## config.mk

```make
export PLATFORM = sky130hd
export DESIGN_NAME = jesd204_tx_link_seq_flat
export DESIGN_NICKNAME = d
export VERILOG_FILES = /design/src/rtl/jesd204_tx_pkg.sv /design/src/rtl/jesd204_tx_link_seq_if.sv /design/src/rtl/jesd204_sync_cdc.sv /design/src/rtl/jesd204_tx_link_seq.sv /design/src/flat_wrapper.sv
export SDC_FILE = /design/constraint.sdc
export NUM_CORES = 1
export LEC_CHECK = 0
export BUFFER_PORTS_ARGS = -buffer_cell sky130_fd_sc_hd__buf_4
export CAP_MARGIN = 20
export CORE_AREA = 3 3 149 151
export DETAILED_ROUTE_END_ITERATION = 16
export DIE_AREA = 0 0 152 154
export GPL_TIMING_DRIVEN = 0
export PLACE_DENSITY = 0.72
export SYNTH_ARGS = -nofsm -noshare
export SYNTH_HDL_FRONTEND = slang
export SYNTH_SLANG_ARGS = --single-unit
```

## constraint.sdc

```tcl
create_clock -name CLK -period 5.9 [get_ports CLK]
set_input_delay 0.885 -clock CLK [delete_from_list [all_inputs] [get_ports CLK]]
set_output_delay 0.885 -clock CLK [all_outputs]
set_load 0.1 [all_outputs]
```

## src/rtl/jesd204_tx_pkg.sv

```systemverilog
// Shared types and control characters for the JESD204B TX link sequencer.
package jesd204_tx_pkg;

  typedef enum logic [1:0] {
    CGS  = 2'd0,
    ILAS = 2'd1,
    DATA = 2'd2
  } link_state_t;

  localparam logic [7:0] K28_5 = 8'hBC;
  localparam logic [7:0] K28_0 = 8'h1C;
  localparam logic [7:0] K28_3 = 8'h7C;
  localparam logic [7:0] K28_4 = 8'h9C;
  localparam logic [7:0] K28_7 = 8'hFC;

  // Octet 0 occupies bits [7:0] and is transmitted first.
  typedef logic [3:0][7:0]  octet_word_t;
  typedef logic [13:0][7:0] ilas_cfg_t;

endpackage

```

## src/rtl/jesd204_tx_link_seq_if.sv

```systemverilog
// Configuration, user-data and character-replacement bus of the TX link sequencer.
interface jesd204_tx_link_seq_if;
  import jesd204_tx_pkg::*;

  logic [7:0]  F;
  logic [4:0]  K;
  ilas_cfg_t   CFG;
  octet_word_t DI;
  logic        DI_RDY;
  logic        EN;
  logic [3:0]  FE;
  logic [3:0]  ME;
  octet_word_t DO;
  logic        LINK_UP;

  modport master (output F, K, CFG, DI,
                  input  DI_RDY, EN, FE, ME, DO, LINK_UP);
  modport slave  (input  F, K, CFG, DI,
                  output DI_RDY, EN, FE, ME, DO, LINK_UP);

endinterface

```

## src/rtl/jesd204_sync_cdc.sv

```systemverilog
// Multi-flop synchroniser for the asynchronous SYNC_n request; resets to 0 (request asserted).
module jesd204_sync_cdc #(
  parameter int STAGES = 2
) (
  input  logic i_clk,
  input  logic i_rst_n,
  input  logic i_d,
  output logic o_q
);

  logic [STAGES-1:0] r_sync;

  // NOTE: clocked state always uses non-blocking assignment so every flop samples pre-edge values.
  always_ff @(posedge i_clk or negedge i_rst_n) begin
    if (!i_rst_n) begin
      r_sync <= '0;
    end else begin
      r_sync <= {r_sync[STAGES-2:0], i_d};
    end
  end

  assign o_q = r_sync[STAGES-1];

endmodule

```

## src/rtl/jesd204_tx_link_seq.sv

```systemverilog
// Per-lane JESD204B TX link sequencer: CGS -> ILAS -> DATA with free-running LMFC and FE/ME flags.
// Optional macro JESD_TX_SYSREF_EN adds a SYSREF input that realigns the LMFC and restarts the link.
module jesd204_tx_link_seq
  import jesd204_tx_pkg::*;
#(
  parameter int ILAS_MF     = 4,
  parameter int SYNC_STAGES = 2
) (
  input  logic CLK,
  input  logic RST_n,
  input  logic SYNC_n,
`ifdef JESD_TX_SYSREF_EN
  input  logic SYSREF,
`endif
  jesd204_tx_link_seq_if.slave lnk
);

  localparam logic [2:0] LAST_MF = 3'(ILAS_MF - 1);

  link_state_t r_state, w_next;
  logic [7:0]  r_f;
  logic [4:0]  r_k;
  ilas_cfg_t   r_cfg;
  logic [11:0] r_w;
  logic [5:0]  r_fw;
  logic [2:0]  r_m;
  logic        r_armed, r_low;
  octet_word_t r_do;
  logic [3:0]  r_fe, r_me;
  logic        r_live;

  logic        w_sync, w_sysref, w_w_last, w_resync, w_leave, w_live;
  logic [8:0]  w_fp1;
  logic [5:0]  w_kp1;
  logic [13:0] w_prod;
  logic [11:0] w_mfw_m1;
  octet_word_t w_do;
  logic [3:0]  w_fe, w_me;

  jesd204_sync_cdc #(.STAGES(SYNC_STAGES)) u_sync (
    .i_clk   (CLK),
    .i_rst_n (RST_n),
    .i_d     (SYNC_n),
    .o_q     (w_sync)
  );

`ifdef JESD_TX_SYSREF_EN
  logic r_sysref_d;
  always_ff @(posedge CLK or negedge RST_n) begin
    if (!RST_n) r_sysref_d <= 1'b0;
    else        r_sysref_d <= SYSREF;
  end
  assign w_sysref = SYSREF & ~r_sysref_d;
`else
  assign w_sysref = 1'b0;
`endif

  // NOTE: r_cfg is a plain register bank, not a RAM, so it resets like any other flop.
  always_ff @(posedge CLK or negedge RST_n) begin
    if (!RST_n) begin
      r_f   <= '0;
      r_k   <= '0;
      r_cfg <= '0;
    end else if (r_state == CGS) begin
      r_f   <= lnk.F;
      r_k   <= lnk.K;
      r_cfg <= lnk.CFG;
    end
  end

  // MFW-1 in words; the >= wrap keeps illegal configurations from running away.
  assign w_fp1    = {1'b0, r_f} + 9'd1;
  assign w_kp1    = {1'b0, r_k} + 6'd1;
  assign w_prod   = 14'(w_fp1) * 14'(w_kp1);
  assign w_mfw_m1 = 12'(w_prod >> 2) - 12'd1;
  assign w_w_last = (r_w >= w_mfw_m1);

  assign w_resync = (r_state != CGS) && !w_sync && r_low;
  assign w_leave  = (r_state != CGS) && (w_resync || w_sysref);
  assign w_live   = (r_state == DATA) && !w_leave;

  always_ff @(posedge CLK or negedge RST_n) begin
    if (!RST_n) begin
      r_w     <= '0;
      r_fw    <= '0;
      r_m     <= '0;
      r_armed <= 1'b0;
      r_low   <= 1'b0;
    end else begin
      r_w     <= (w_sysref || w_w_last) ? '0 : r_w + 12'd1;
      r_fw    <= (w_sysref || w_w_last || r_fw >= r_f[7:2]) ? '0 : r_fw + 6'd1;
      r_armed <= (r_state == CGS) && w_sync;
      r_low   <= (r_state != CGS) && !w_sync;
      if (r_state != ILAS) r_m <= '0;
      else if (w_w_last)   r_m <= r_m + 3'd1;
    end
  end

  always_ff @(posedge CLK or negedge RST_n) begin
    if (!RST_n) r_state <= CGS;
    else        r_state <= w_next;
  end

  // Re-sync is tested before the ILAS exit so it wins when both fire together.
  always_comb begin
    w_next = r_state;
    unique case (r_state)
      CGS:     if (r_armed && w_sync && w_w_last) w_next = ILAS;
      ILAS:    if (w_leave) w_next = CGS;
               else if (w_w_last && r_m == LAST_MF) w_next = DATA;
      DATA:    if (w_leave) w_next = CGS;
      default: w_next = CGS;
    endcase
  end

  function automatic logic [7:0] ilas_octet(input logic [13:0] p, input logic last,
                                            input logic cfg_mf, input ilas_cfg_t cfg);
    logic [3:0] idx;
    idx = p[3:0] - 4'd2;
    if (p == 14'd0)                    return K28_0;
    else if (last)                     return K28_3;
    else if (cfg_mf && p == 14'd1)     return K28_4;
    else if (cfg_mf && p <= 14'd15)    return cfg[idx];
    return p[7:0];
  endfunction

  // NOTE: every always_comb output gets a default first so no path can infer a latch.
  always_comb begin
    w_do = {4{K28_5}};
    w_fe = '0;
    w_me = '0;
    if (r_state != CGS && !w_leave) begin
      w_me = {w_w_last, 3'b000};
      if (r_f == 8'd0)      w_fe = 4'b1111;
      else if (r_f == 8'd1) w_fe = 4'b1010;
      else                  w_fe = {r_fw == r_f[7:2], 3'b000};
      if (r_state == DATA) begin
        w_do = lnk.DI;
      end else begin
        for (int i = 0; i < 4; i++) begin
          w_do[i] = ilas_octet({r_w, 2'(i)}, w_w_last && (i == 3), r_m == 3'd1, r_cfg);
        end
      end
    end
  end

  always_ff @(posedge CLK or negedge RST_n) begin
    if (!RST_n) begin
      r_do   <= '0;
      r_fe   <= '0;
      r_me   <= '0;
      r_live <= 1'b0;
    end else begin
      r_do   <= w_do;
      r_fe   <= w_fe;
      r_me   <= w_me;
      r_live <= w_live;
    end
  end

  assign lnk.DO      = r_do;
  assign lnk.FE      = r_fe;
  assign lnk.ME      = r_me;
  assign lnk.EN      = r_live;
  assign lnk.DI_RDY  = r_live;
  assign lnk.LINK_UP = r_live;

endmodule

```

## src/flat_wrapper.sv

```systemverilog
// flat-port wrapper written by rule: the top's interface ports become plain ports
module jesd204_tx_link_seq_flat import jesd204_tx_pkg::*;
#(
  parameter int ILAS_MF     = 4,
  parameter int SYNC_STAGES = 2
)
  (CLK, RST_n, SYNC_n, lnk_F, lnk_K, lnk_CFG, lnk_DI, lnk_DI_RDY, lnk_EN, lnk_FE, lnk_ME, lnk_DO, lnk_LINK_UP);
  jesd204_tx_link_seq_if lnk_i ();
  input  logic CLK;
  input  logic RST_n;
  input  logic SYNC_n;
  input wire logic [$bits(lnk_i.F)-1:0] lnk_F;
  input wire logic [$bits(lnk_i.K)-1:0] lnk_K;
  input wire logic [$bits(lnk_i.CFG)-1:0] lnk_CFG;
  input wire logic [$bits(lnk_i.DI)-1:0] lnk_DI;
  output wire logic [$bits(lnk_i.DI_RDY)-1:0] lnk_DI_RDY;
  output wire logic [$bits(lnk_i.EN)-1:0] lnk_EN;
  output wire logic [$bits(lnk_i.FE)-1:0] lnk_FE;
  output wire logic [$bits(lnk_i.ME)-1:0] lnk_ME;
  output wire logic [$bits(lnk_i.DO)-1:0] lnk_DO;
  output wire logic [$bits(lnk_i.LINK_UP)-1:0] lnk_LINK_UP;
  assign lnk_i.F = lnk_F;
  assign lnk_i.K = lnk_K;
  assign lnk_i.CFG = lnk_CFG;
  assign lnk_i.DI = lnk_DI;
  assign lnk_DI_RDY = lnk_i.DI_RDY;
  assign lnk_EN = lnk_i.EN;
  assign lnk_FE = lnk_i.FE;
  assign lnk_ME = lnk_i.ME;
  assign lnk_DO = lnk_i.DO;
  assign lnk_LINK_UP = lnk_i.LINK_UP;
  jesd204_tx_link_seq #(.ILAS_MF(ILAS_MF), .SYNC_STAGES(SYNC_STAGES)) u_core (.CLK(CLK), .RST_n(RST_n), .SYNC_n(SYNC_n), .lnk(lnk_i));
endmodule
```

==> results of run 1 <==
[registers in the layout, summed over array words and instances, names as in the netlist]
signal,cells
u_core.lnk.DO,32
u_core.lnk.FE,3
u_core.r_state,2
u_core.r_k,5
u_core.r_w,12
u_core.r_low,1
u_core.lnk.ME,1
u_core.u_sync.r_sync,2
u_core.r_f,8
u_core.r_cfg,112
u_core.r_m,3
u_core.lnk.DI_RDY,1
u_core.r_fw,6
u_core.r_armed,1
[Yosys cell counts (7+ instances only)]
master	count	share of area, %
a21oi_1	34	1.6
nand2_1	31	1.1
ha_1	50	5.9
xnor2_1	23	1.9
a211oi_1	7	0.50
xor2_1	18	1.5
mux2i_1	14	1.3
dfrtp_1	189	45
nand3_1	23	1.1
nor3_1	16	0.76
inv_1	56	2.0
buf_2	12	0.57
mux4_2	14	3.0
or2_2	10	0.59
o211ai_1	7	0.50
clkbuf_1	25	0.89
nor2_1	110	3.9
fa_1	28	5.3
a21o_1	8	0.57
o21ai_0	38	1.8
mux2_2	124	13
[layer usage]
metal / routed length (um) / vias to the layer above / GRT usage (%)
met1: 12200 / 4199 / 32.1
met2: 15400 / 283 / 43.5
met4: 1380 / 0 / 11.3
met5: 0 / - / 0
li1: - / 3752 / -
met3: 2310 / 81 / 7.88
[cells in the final DEF, fill, tap and decap left out, types with 6 or more instances in the layout]
cell and n:
a21oi_1 29, mux2_2 124, buf_2 11, mux2i_1 14, dfrtp_1 185, nand2_1 29
ha_1 43, or2_2 8, nand3_1 17, clkbuf_1 24, buf_6 8, buf_4 235
nor3_1 15, xnor2_1 15, inv_1 51, mux4_2 14, ha_4 6, nand2b_1 6
o21a_1 6, o211ai_1 7, o21ai_0 35, xor2_1 16, nor2_1 94, fa_1 27
clkbuf_16 17, nor2_2 11, a21o_1 8
[area by class of cell]
cell class	count	area, sq um	area share, %
Antenna cell	2	5.00	0.0360
Buffer	49	287	2.06
Clock buffer	19	443	3.19
Clock inverter	13	138	0.990
Inverter	56	213	1.53
Multi-Input combinational cell	641	5900	42.4
Sequential cell	189	4730	34.1
Tap cell	275	344	2.47
Timing Repair Buffer	237	1840	13.2
[worst max-delay path by stage]
stage | end | cells past startpoint | start
after floorplan | u_core.r_state[1] | 25 | u_core.r_f[0]
after global placement | u_core.r_state[1] | 24 | u_core.r_k[1]
after CTS | u_core.r_state[0] | 25 | u_core.r_f[0]
after detailed placement | u_core.r_state[1] | 24 | u_core.r_k[1]
final | u_core.r_m[1] | 26 | u_core.r_f[3]
after global routing | u_core.r_m[1] | 26 | u_core.r_f[4]
[cells by family (layout without fill, tap and decap cells)]
logic type / after synthesis / in the layout / synth area share (%)
AND/OR/NAND/NOR: 233 / 233 / 10.6
flip-flops: 189 / 189 / 44.7
multiplexers: 152 / 152 / 17.5
AO/OA/AOI/OAI: 134 / 134 / 8.09
buffers and inverters: 105 / 374 / 4.42
adder cells (fa/ha/maj): 78 / 78 / 11.2
XOR/XNOR: 41 / 41 / 3.39
other: 1 / 5 / 0.0355
[timing repair]
| action | 4_1_cts | 5_1_grt |
|---|---|---|
| buffers inserted | 28 | 7 |
| hold endpoints to repair | 0 | 0 |
| gates resized for setup | 67 | 52 |
| cloned | 1 | 1 |
| pin swaps | 35 | 49 |
| setup endpoints to repair | 32 | 32 |
[power groups by stage]
stage,sequential (W),combinational (W),clock (W)
after floorplan,0.00200,0.00344,0
after global placement,0.00173,0.00483,0
after detailed placement,0.00174,0.00491,0
after CTS,0.00173,0.00559,0.00116
after global routing,0.00176,0.00688,0.00121
final,0.00174,0.00637,0.00115
[worst register-to-register path, delay by kind of cell, from the launching register on]
kind / cells / cell delay (ns)
adders and majority gates: 5 / 2.18
AOI/OAI and AO/OA: 8 / 1.53
and+or+nand+nor: 7 / 0.99
buffers and inverters: 4 / 0.49
xor gates and xnor gates: 2 / 0.41
DFF: 1 / 0.41
[metrics by stage]
step | utilization, % | setup slack [ns] | TNS (ns)
global route | 66.3 | -0.464 | -11.15
detailed placement | 59.6 | -0.912 | -22.46
CTS | 65.1 | -0.101 | -0.776
finish | 66.3 | -0.232 | -3.60
floorplan | - | 0.00214 | 0
global placement | 59.5 | -0.889 | -21.65
==> run summary, run 1 <==
Outcome: complete, but fails checks
Failing checks: negative setup slack
Setup ws final: -0.232 ns
Worst R2R Start: u_core.r_f[3]
Die area: 23400 sq um
Die X: 152 um
Mapped Area: 10600 sq um
CP arrival: 6.44 ns
Vias: 8315
Sequential area share after synthesis: 44.7%
RSZ-0062 raised after global routing: yes
# fillers: 1583
Total track usage: 26.3%
Placed Instances: 1410
Final Hold Viols: 0
Worst EP required: 6.21 ns
Clock power share: 12.4%
I/O Pins: 203
CTS root buf: clkbuf_16
Via-to-Cell Ratio: 5.61
Vias in the first global route: 8750
H-Tree Depth: 4
Hold-fix buffers at CTS: 0
Antenna violations before repair: 1
Chip height: 154 um
Post-DP HPWL: 22.7 mm
Min-delay src: u_core.u_sync.r_sync[0]
CTS tree: done
Max Slew Vio Count: 0
Slowest cell on crit path: fa_2
Initial Utilization: 50.5%
Synth Register Bits: 189
Remaining antenna violation count: 0
Hold Crit Class: reg -> reg
CP Capture Type: flop
Total Power: 0.00925 W
Buffers & Inverters on Critical Path: 4
Net Switching: 0.00429 W
Yosys cell types: 67
Drt total wl: 31.3 mm
Worst r2r dst: u_core.r_m[1]
Max_slew headroom: 22.7%
Worst-path fanout max: 5
R2R cell count: 26
Worst Setup Path Type: reg -> reg
Worst hold margin: 0.385 ns
Drt first pass iters: 5
Clock Sink Count: 189
Ys async rst share: 100%
Layout cell share with drive strength beyond 1: 43.9%
DR WL/cell: 21.1 um
Clock skew: 0.0136 ns
Setup crit start kind: flop
Tcrit/Tclk final: 104%
Fmax: 163 MHz
Routability Congestion: 0.894
Final #Nets: 1429
Clk buf depth: 2
CP delay by family, top: adder cells
Net Sw Frac: 46.3%
Core area: 21000 sq um
P&R area growth vs syn: 31.4%
Port bufs: 199
Worst Hold End: u_core.u_sync.r_sync[1]
Num CTS Buffers: 17
Sequential Power Share: 18.8%
Yosys warns: 0
Max cap viols: 0
Power Internal: 0.00496 W
Leakage: 6.36 nW
Syn_area_per_cell: 11.3 sq um
PD cells: 665 nW/um^2
Largest net degree at the start of global routing: 112
Instance count of the mapped netlist: 933
Min-Delay Path Depth: 0
Internal reg-to-reg setup slack: -0.23 ns
Overflow after GRT: 0
Final Non-Filler Cells: 1481
Worst slew pin tran: 1.15 ns
Final Cell Area: 13900 sq um
CP max stage delay: 0.55 ns
Finish-stage setup viols: 30
Residual DRC count: 0
Synth Flop Type: dfrtp_1
Drt initial violations: 522
Worst VDD drop: 563 uV
Post-synth EDFFs: 0
DP Area: 12500 sq um
Tmin final: 6.13 ns
Combinational fraction of design power: 68.8%
Global-route wire length before repair: 47.8 mm
CTS clk-pin slew, worst paths: 0.08 ns
# rows: 53
Clk_lat worst skew: 0.44 ns
Note: power is estimated with default switching activity, not from simulation.
==> run 2, diff against run 1 <==
- ABC_AREA: default -> 1
- CORE_AREA: 3 3 149 151 -> 3 3 151 153
- DIE_AREA: 0 0 152 154 -> 0 0 154 156
==> run 2 against run 1 <==
Net effect: the run now ends clean; die area increased by 2.6%; clock skew shrank 0.00086 ns; largest cell class unchanged; synthesized cell count rose by 52%; global-route usage rose by 1.8 points; maximum frequency is 7.2% higher; sequential power barely moved; critical path type unchanged; sequential cell count unchanged; worst hold slack worse by 0.023 ns; utilization shrank 0.74 points.
==> run summary, run 2 <==
Slowest cell on crit path: fa_1
R2R cell count: 32
Most frequent cells in the layout: nand2_1 (431), buf_4 (233), dfrtp_1 (187), inv_1 (162), o21ai_0 (130)
DR WL/cell: 18.0 um
Top cells by count, synth: nand2_1 (464), dfrtp_1 (189), inv_1 (174)
Largest net degree at the start of global routing: 102
Final #Nets: 1902
Top cells by area, synth: dfrtp_1 (43%), nand2_1 (16%), o21ai_0 (6.1%), inv_1 (6.0%), ha_1 (5.7%)
Chip height: 156 um
CTS clk-pin slew, worst paths: 0.07 ns
Worst r2r dst: u_core.lnk.DO[27]
Combinational fraction of design power: 68.1%
P&R area growth vs syn: 30.0%
Worst-path fanout max: 8
Buffers & Inverters on Critical Path: 5
Power Internal: 0.00442 W
Yosys cell types: 43
Worst VDD drop: 606 uV
Antenna cells: 0
Leading cell type in the layout, fill and taps excluded: nand2_1
Core area: 21700 sq um
Worst Setup Path Type: reg -> reg
Setup ws final: 0.180 ns
Initial Utilization: 50.5%
CP Depth: 32
Drt total wl: 35.3 mm
Tcrit/Tclk final: 97.0%
# fillers: 1806
Overflow after GRT: 0
Post-synth EDFFs: 0
Routability Congestion: 0.915
Post-synthesis mux area share: 0%
PD cells: 634 nW/um^2
Synth Area in Adders: 10.8%
Port bufs: 199
Leakage: 7.42 nW
Num CTS Buffers: 17
Synth top area share: 43.2%
Synth area leader: dfrtp_1
Most frequent cell after synthesis: nand2_1
Layout cell share with drive strength beyond 1: 25.2%
# rows: 54
Instance count of the mapped netlist: 1415
Complex-gate fraction of the synthesized area: 11.6%
CP Capture Point: u_core.lnk.DO[27]
H-Tree Depth: 4
Hold Crit Class: reg -> reg
Max cap viols: 0
Mapped Area: 10900 sq um
Clock power share: 13.0%
Clk buf depth: 2
Net Switching: 0.00460 W
Post-Synth XOR/XNOR Area: 1.67%
Die X: 154 um
Residual DRC count: 0
Final Hold Viols: 0
Worst slew pin tran: 0.788 ns
Drt initial violations: 1014
Sequential Power Share: 18.9%
I/O Pins: 203
Outcome: complete, no violations
Clock skew: 0.0128 ns
Vias in the first global route: 10341
CP Capture Type: flop
CP arrival: 5.97 ns
CTS tree: done
Total track usage: 28.0%
Reg with most FFs: u_core.r_cfg
Clock Sink Count: 189
Main combinational cell family by area after synthesis: simple AND/OR/NAND/NOR gates
Tmin final: 5.72 ns
Total Power: 0.00903 W
CP delay by family, top: adder cells
Yosys warns: 0
Synth Flop Type: dfrtp_1
Clk_lat worst skew: 0.44 ns
CTS root buf: clkbuf_16
Worst EP required: 6.15 ns
Worst Setup SP: u_core.r_k[1]
Post-DP HPWL: 26.1 mm
Syn_area_per_cell: 7.74 sq um
Sequential area share after synthesis: 43.2%
Setup crit start kind: flop
Remaining antenna violation count: 0
Post-Synth Simple-Gate Area: 23.7%
CP max stage delay: 0.54 ns
Vias: 10614
Global-route wire length before repair: 53.0 mm
Setup Slack @ Placement: -0.563 ns
Max_slew headroom: 47.4%
Ys async rst share: 100%
Antenna violations before repair: 0
Fmax: 175 MHz
Internal reg-to-reg setup slack: 0.18 ns
Finish-stage setup viols: 0
Max Slew Vio Count: 0
Max reg flops: 112
Via-to-Cell Ratio: 5.42
Drt first pass iters: 5
Synth Register Bits: 189
Die area: 24000 sq um
Net Sw Frac: 51.0%
Worst R2R Start: u_core.r_k[1]
## run 2: cell families after synthesis
family                     after synthesis
other                                    1
xor gates and xnor gates                20
AOI/OAI and AO/OA                      237
and+or+nand+nor                        648
buffers and inverters                  242
adders and majority gates               78
DFF                                    189
## run 2: per-layer routing
layer	vias to the layer above	GRT usage, %	routed length (um)
met3	125	4.38	2530
met1	5032	36.5	14200
met5	-	0	0
li1	4941	-	-
met4	0	14.5	1890
met2	516	45.6	16700
## run 2: power by group through the flow
stage,sequential [W],combinational [W],clock [W]
after floorplan,0.00198,0.00306,0
after global placement,0.00171,0.00443,0
after detailed placement,0.00172,0.00456,0
after CTS,0.00170,0.00475,0.00117
after global routing,0.00173,0.00671,0.00123
final,0.00171,0.00615,0.00117
## run 2: worst min path at each step
stage,startpoint,end,slack [ns],cells past startpoint
global placement,u_core.u_sync.r_sync[0],u_core.u_sync.r_sync[1],0.34,0
detailed placement,u_core.u_sync.r_sync[0],u_core.u_sync.r_sync[1],0.34,0
CTS,u_core.u_sync.r_sync[0],u_core.u_sync.r_sync[1],0.36,0
finish,u_core.u_sync.r_sync[0],u_core.u_sync.r_sync[1],0.36,0
global route,u_core.u_sync.r_sync[0],u_core.u_sync.r_sync[1],0.36,0
floorplan,u_core.u_sync.r_sync[0],u_core.u_sync.r_sync[1],0.33,0
## run 2: worst register-to-register path: cells and delay by family, from the launching register on
family,cells,cell delay [ns]
adders and majority gates,6,2.24
and+or+nand+nor,18,1.71
buffers and inverters,5,0.51
AOI/OAI and AO/OA,2,0.47
DFF,1,0.41
xor gates and xnor gates,1,0.21
## run 2: final cells by class
class                      instances  area (sq um)  share of cell area [%]
tap                              280           350                    2.46
timing repair buffer             228          1760                    12.4
clock inverter                    14           164                    1.15
inverter                         182           704                    4.95
multi-input combinational        986          5780                    40.6
sequential                       189          4730                    33.3
clock buffer                      18           439                    3.09
buffer                            60           305                    2.15
## run 2: repair_timing
action                     CTS  global route
pin swaps                    6            57
buffers inserted             8            20
resized for setup           22           121
setup endpoints to repair   32            32
hold buffers                 0             0
## run 2: through the flow
step | cells | area, sq um | utilization, % | hold slack, ns | TNS (ns)
floorplan | 1417 | 11000 | - | 0.331 | 0
global placement | 1896 | 12800 | 59.0 | 0.336 | -6.42
detailed placement | 1897 | 12800 | 59.2 | 0.338 | -8.81
CTS | 1937 | 13600 | 62.7 | 0.362 | 0
global route | 1957 | 14200 | 65.6 | 0.364 | -1.88
finish | 1957 | 14200 | 65.6 | 0.362 | 0
